===== config.mk =====
export PLATFORM = sky130hd
export DESIGN_NAME = joypad_serializer
export DESIGN_NICKNAME = d
export VERILOG_FILES = /design/src/rtl/joypad_serializer.sv
export SDC_FILE = /design/constraint.sdc
export NUM_CORES = 1
export LEC_CHECK = 0
export CAP_MARGIN = 5
export CORE_MARGIN = 2
export CORE_UTILIZATION = 55
export DETAILED_ROUTE_END_ITERATION = 10
export DONT_BUFFER_PORTS = 1
export PLACE_DENSITY = 0.7
export SYNTH_ARGS = -nofsm -noshare
export SYNTH_HDL_FRONTEND = slang
export SYNTH_HIERARCHICAL = 1
export SYNTH_SLANG_ARGS = --single-unit

===== constraint.sdc =====
create_clock -name clk -period 6.7 [get_ports clk]
set_clock_uncertainty 0.2 [all_clocks]
set_input_delay 1.005 -clock clk [delete_from_list [all_inputs] [get_ports clk]]
set_output_delay 1.005 -clock clk [all_outputs]
set_load 0.02 [all_outputs]

===== src/rtl/joypad_serializer.sv =====
// NES standard controller emulation: synchronizes and debounces 8 raw buttons,
// masks opposing directions, and serializes them CD4021-style onto an active-low line.

module jp_debounce_bit #(
    parameter int DEBOUNCE_CYCLES = 50000
) (
    input  logic clk,
    input  logic rst_n,
    input  logic btn_s,
    output logic stable
);
    localparam int CW = $clog2(DEBOUNCE_CYCLES + 1);

    logic [CW-1:0] cnt;

    // Any sample that matches the stable value restarts the count.
    always_ff @(posedge clk or negedge rst_n) begin
        if (!rst_n) begin
            cnt    <= '0;
            stable <= 1'b0;
        end else if (btn_s == stable) begin
            cnt <= '0;
        end else if (cnt == CW'(DEBOUNCE_CYCLES - 1)) begin
            stable <= btn_s;
            cnt    <= '0;
        end else begin
            cnt <= cnt + CW'(1);
        end
    end
endmodule

module joypad_serializer #(
    parameter int DEBOUNCE_CYCLES = 50000,
    parameter bit MASK_OPPOSING   = 1'b1,
    parameter int SYNC_STAGES     = 2
) (
    input  logic       clk,
    input  logic       rst_n,
    input  logic [7:0] buttons_raw,
    input  logic       jp_latch,
    input  logic       jp_clk,
    output logic       jp_data,
    output logic [7:0] buttons_db
);
    logic [SYNC_STAGES-1:0][7:0] btn_sync;
    logic [SYNC_STAGES-1:0]      latch_sync;
    logic [SYNC_STAGES-1:0]      clk_sync;
    logic [7:0]                  btn_s;
    logic                        latch_s;
    logic                        jp_clk_s;
    logic                        jp_clk_q;
    logic                        clk_fall;
    logic [7:0]                  stable;
    logic [7:0]                  masked;
    logic [7:0]                  shreg;

    // Stage 0 takes the raw input; the top stage is the synchronized output.
    always_ff @(posedge clk or negedge rst_n) begin
        if (!rst_n) begin
            btn_sync   <= '0;
            latch_sync <= '0;
            clk_sync   <= '0;
            jp_clk_q   <= 1'b0;
        end else begin
            btn_sync   <= {btn_sync[SYNC_STAGES-2:0], buttons_raw};
            latch_sync <= {latch_sync[SYNC_STAGES-2:0], jp_latch};
            clk_sync   <= {clk_sync[SYNC_STAGES-2:0], jp_clk};
            jp_clk_q   <= jp_clk_s;
        end
    end

    assign btn_s    = btn_sync[SYNC_STAGES-1];
    assign latch_s  = latch_sync[SYNC_STAGES-1];
    assign jp_clk_s = clk_sync[SYNC_STAGES-1];
    assign clk_fall = jp_clk_q & ~jp_clk_s;

    for (genvar i = 0; i < 8; i++) begin : g_db
        jp_debounce_bit #(
            .DEBOUNCE_CYCLES(DEBOUNCE_CYCLES)
        ) u_db (
            .clk   (clk),
            .rst_n (rst_n),
            .btn_s (btn_s[i]),
            .stable(stable[i])
        );
    end

    // A real pad can't report both directions of an axis at once.
    always_comb begin
        masked = stable;
        if (MASK_OPPOSING) begin
            if (stable[5:4] == 2'b11) masked[5:4] = 2'b00;
            if (stable[7:6] == 2'b11) masked[7:6] = 2'b00;
        end
    end

    assign buttons_db = masked;

    // Shifting in ones makes reads past the 8th return "pressed", like an official pad.
    always_ff @(posedge clk or negedge rst_n) begin
        if (!rst_n)
            shreg <= 8'h00;
        else if (latch_s)
            shreg <= masked;
        else if (clk_fall)
            shreg <= {1'b1, shreg[7:1]};
    end

    assign jp_data = ~shreg[0];
endmodule


==> impl_metrics.yaml <==
status:
  run_status: "finished clean"
placed_design:
  post-dp-hpwl_um: 9170
  pre_cts_ws_ns: 4.54
  place_congestion: 0.878
  port_buffer_cells: 0
  placed_cells_incl_taps: 887
timing:
  setup_total_negative_slack_ns: 0
  grt_setup_unrepaired: "no"
  maxSlewHeadroom_pct: 60.7
  timing.final.max_slew_violations: 0
  final_period_minus_worst_setup_slack_ns: 2.56
  fmax_mhz: 390
  timing.final.setup_violations: 0
  worst_pin_slew_ns: 0.588
  timing.final.hold_violations: 0
  timing.final.ws_setup_ns: 4.14
  min_period_over_period_pct: 38.2
cts:
  post-cts-setup-buffers: 0
  clk_transition_reported_paths_ns: 0.06
  cts.sink_count: 165
  postCtsResizedCells: 0
  cts-root-to-sink-buffers: 2
  cts.hold.buffers_added: 0
  htreeDepth: 4
  clock_latency_ns: 0.43
  clock_tree_from_tritoncts: "built"
  cts-buffers-inserted: 17
  cts.root.buffer_cell: "sky130_fd_sc_hd__clkbuf_16"
routing:
  route.detailed.wl_per_inst_um: 14.9
  post_detailed_route_count_of_antenna_violating_nets: 0
  post_drt_via_cell_ratio: 5.62
  via_count: 5162
  route.detailed.drc: 0
  drt-initial-drc-count: 313
  wirelength_um: 13700
  drt_pass1_iterations: 5
critical_path:
  r2r-start: "g_db[6].u_db/cnt[10]$_DFF_PN0_"
  r2r-end: "g_db[6].u_db/stable$_DFFE_PN0P_"
  cpLargestDelayFamily: "simple AND/OR/NAND/NOR gates"
  crit_type: "flip-flop to output pin"
  reg2reg_depth: 3
  reg2reg_slack_ns: 4.53
  critPathMaxFanout: 4
  timing.critical_path.buf_inv: 0
  crit_required_ns: 5.49
  crit_path_max_incr_delay_ns: 0.52
  startpoint_type: "flip-flop"
  worstPathCellList: "nor2b_1"
  timing.critical_path.to_type: "output pin"
  arrival_ns: 1.36
  slowest_stage: "sky130_fd_sc_hd__nor2b_1"
finish:
  num-nets-final: 746
  layout-area-overhead-vs-synth_pct: 8.70
  seq_area_mm2: 0.00413
  multi_input_comb_area_mm2: 0.00346
  final_layout_size_suffix_gt1_share_pct: 9.49
  insertedDiodeCount: 0
  fillers: 1121
  post_layout_nonfiller_instances: 918
synthesis:
  xor_xnor_portion_of_the_synthesized_cell_area_pct: 13.5
  netlist_instances: 722
  synth.yosys.seq_area_share_pct: 52.9
  ys_seq_elements: 165
  net_count_after_synthesis: 742
  post_synth_num_cell_types: 29
  netlist_top_cells_area: "sky130_fd_sc_hd__dfrtp_1 53%, sky130_fd_sc_hd__xnor2_1 9.0%, sky130_fd_sc_hd__nor2_1 6.6%, sky130_fd_sc_hd__xor2_1 4.5%, sky130_fd_sc_hd__nand4_1 3.2%"
  yosys-mux-area-fraction_pct: 1.54
  syn-mean-instance-area_um2: 10.8
  area_fraction_in_and_or_nand_and_nor_cells_after_synthesis_pct: 27.0
  synth_top_area_cell: "sky130_fd_sc_hd__dfrtp_1"
  synth_area_mm2: 0.00781
  synthDominantCellAreaShare_pct: 52.9
  synth_compound_area_share_pct: 1.01
  synth_top_family_by_area: "simple AND/OR/NAND/NOR gates"
  synth.yosys.warnings: 6
  synth_fa_ha_area_share_pct: 1.28
floorplan:
  initial_core_utilization_pct: 56.3
  floorplan.io_pins: 21
  die_h_um: 123
  chipWidth_um: 123
  rows: 43
  dieArea_mm2: 0.0152
  core_area_mm2: 0.0139
grt:
  first_global_vias: 5303
  globalRouteMet3Util_pct: 5.54
  met2_usage_pct: 32.2
  met1_usage_pct: 25.8
  grt_max_degree: 166
  grt_remaining_overflow: 0
  global_route.usage.total_pct: 20.2
  grt_pass1_wl_um: 24300
  grt_antenna_before_repair: 0
  grt-busiest-layer: "met2"
power_and_ir_drop:
  power_density_mw_per_mm2: 243
  post-layout-total-power_w: 0.00206
  static_leakage_nw: 3.45
  worst_ir_drop_vdd_v: 0.000268
min_path:
  hp-class: "input port to asynchronous set/reset pin"
run:
  cap_violations: 0
[metrics by stage]
step,hold slack (ns),utilization [%],area [um2]
floorplan,0.131,-,7810
global placement,0.132,56.8,7880
detailed placement,0.136,56.8,7880
finish,0.0726,61.2,8490
global route,0.0556,61.2,8490
CTS,0.0633,61.2,8490
[cell families (layout without fill, tap and decap cells)]
| group | after synthesis | after routing |
|---|---|---|
| simple gates | 380 | 380 |
| mux | 8 | 8 |
| fa+ha+maj | 8 | 8 |
| compound gates | 8 | 8 |
| flops | 165 | 165 |
| buf+inv | 33 | 49 |
| xor+xnor | 120 | 120 |
[cells in the final DEF (no fill, tap or decap)]
master	Yosys	layout
sky130_fd_sc_hd__dfrtp_1	165	165
sky130_fd_sc_hd__nor2_1	137	137
sky130_fd_sc_hd__xnor2_1	80	80
sky130_fd_sc_hd__xor2_1	40	40
sky130_fd_sc_hd__nand4_1	40	40
sky130_fd_sc_hd__nand3_1	40	40
sky130_fd_sc_hd__nand2_1	32	32
sky130_fd_sc_hd__nor3_1	32	32
sky130_fd_sc_hd__nor4_1	24	24
sky130_fd_sc_hd__inv_1	18	18
sky130_fd_sc_hd__clkbuf_16	0	17
sky130_fd_sc_hd__nor2b_1	8	8
sky130_fd_sc_hd__or4b_1	8	8
sky130_fd_sc_hd__nand4bb_1	8	8
sky130_fd_sc_hd__or3b_2	8	8
sky130_fd_sc_hd__or4_4	8	8
sky130_fd_sc_hd__nand2_4	8	8
sky130_fd_sc_hd__and4_1	8	8
sky130_fd_sc_hd__and3_2	8	8
sky130_fd_sc_hd__mux2_4	8	8
sky130_fd_sc_hd__ha_1	8	8
sky130_fd_sc_hd__and4bb_1	7	7
sky130_fd_sc_hd__a221o_1	6	6
sky130_fd_sc_hd__clkinv_4	0	4
sky130_fd_sc_hd__bufinv_16	0	3
sky130_fd_sc_hd__and2b_1	2	2
sky130_fd_sc_hd__clkbuf_8	0	2
sky130_fd_sc_hd__clkinv_2	0	2
sky130_fd_sc_hd__nand2b_1	1	1
sky130_fd_sc_hd__and2_1	1	1
sky130_fd_sc_hd__a311o_1	1	1
sky130_fd_sc_hd__a2bb2oi_1	1	1
sky130_fd_sc_hd__clkinvlp_4	0	1
sky130_fd_sc_hd__inv_6	0	1
sky130_fd_sc_hd__clkbuf_1	0	1
[worst max-delay path by stage]
| stage | start | endpoint | slack (ns) | cells past startpoint |
|---|---|---|---|---|
| 3_5_place_dp | g_db[6].u_db/cnt[10]$_DFF_PN0_ | g_db[6].u_db/stable$_DFFE_PN0P_ | 4.54 | 3 |
| 4_1_cts | g_db[4].u_db/stable$_DFFE_PN0P_ | buttons_db[4] | 4.12 | 1 |
| 2_1_floorplan | g_db[0].u_db/cnt[10]$_DFF_PN0_ | g_db[0].u_db/stable$_DFFE_PN0P_ | 4.61 | 3 |
| 3_3_place_gp | g_db[4].u_db/cnt[10]$_DFF_PN0_ | g_db[4].u_db/stable$_DFFE_PN0P_ | 4.56 | 3 |
| 6_report | g_db[5].u_db/stable$_DFFE_PN0P_ | buttons_db[5] | 4.14 | 1 |
| 5_1_grt | g_db[5].u_db/stable$_DFFE_PN0P_ | buttons_db[5] | 4.07 | 1 |
[state kept, by name, indices dropped and copies added, names as in the netlist]
register,cells
jp_clk_q,1
btn_s,8
clk_sync,2
g_db.u_db/stable,8
shreg,8
g_db.u_db/cnt,128
btn_sync,8
latch_sync,2
[layer usage]
metal,part of all wire (%),up-vias,wire (um)
met4,2.0,0,268
met5,0,-,0
met2,50,79,6780
met3,3.6,23,496
li1,-,2519,-
met1,45,2541,6110
[cells in the mapped netlist]
cell                        instances
sky130_fd_sc_hd__nor2b_1            8
sky130_fd_sc_hd__mux2_4             8
sky130_fd_sc_hd__a311o_1            1
sky130_fd_sc_hd__and4bb_1           7
sky130_fd_sc_hd__or4_4              8
sky130_fd_sc_hd__nand4bb_1          8
sky130_fd_sc_hd__dfrtp_1          165
sky130_fd_sc_hd__nor4_1            24
sky130_fd_sc_hd__a221o_1            6
sky130_fd_sc_hd__inv_1             18
sky130_fd_sc_hd__nand2_1           32
sky130_fd_sc_hd__xnor2_1           80
sky130_fd_sc_hd__nor3_1            32
sky130_fd_sc_hd__ha_1               8
sky130_fd_sc_hd__or3b_2             8
sky130_fd_sc_hd__xor2_1            40
sky130_fd_sc_hd__nand2_4            8
sky130_fd_sc_hd__and2b_1            2
sky130_fd_sc_hd__and4_1             8
sky130_fd_sc_hd__nand3_1           40
sky130_fd_sc_hd__buf_4              4
sky130_fd_sc_hd__buf_6             11
sky130_fd_sc_hd__nand4_1           40
sky130_fd_sc_hd__a2bb2oi_1          1
sky130_fd_sc_hd__nor2_1           137
sky130_fd_sc_hd__and3_2             8
sky130_fd_sc_hd__nand2b_1           1
sky130_fd_sc_hd__or4b_1             8
sky130_fd_sc_hd__and2_1             1
[report_power, final]
group / switching (W) / internal [W]
clock: 0.000383 / 0.000605
combinational: 0.0000227 / 0.0000167
sequential: 0.0000207 / 0.00102
total: 0.000426 / 0.00164
[area by class of cell]
| type | count | area share, % |
|---|---|---|
| clock buffer | 20 | 5.38 |
| multi-input combinational | 524 | 40.8 |
| sequential | 165 | 48.6 |
| tap | 180 | 2.65 |
| clock inverter | 11 | 1.78 |
| inverter | 18 | 0.796 |
Power figures use the tool's default switching activity.
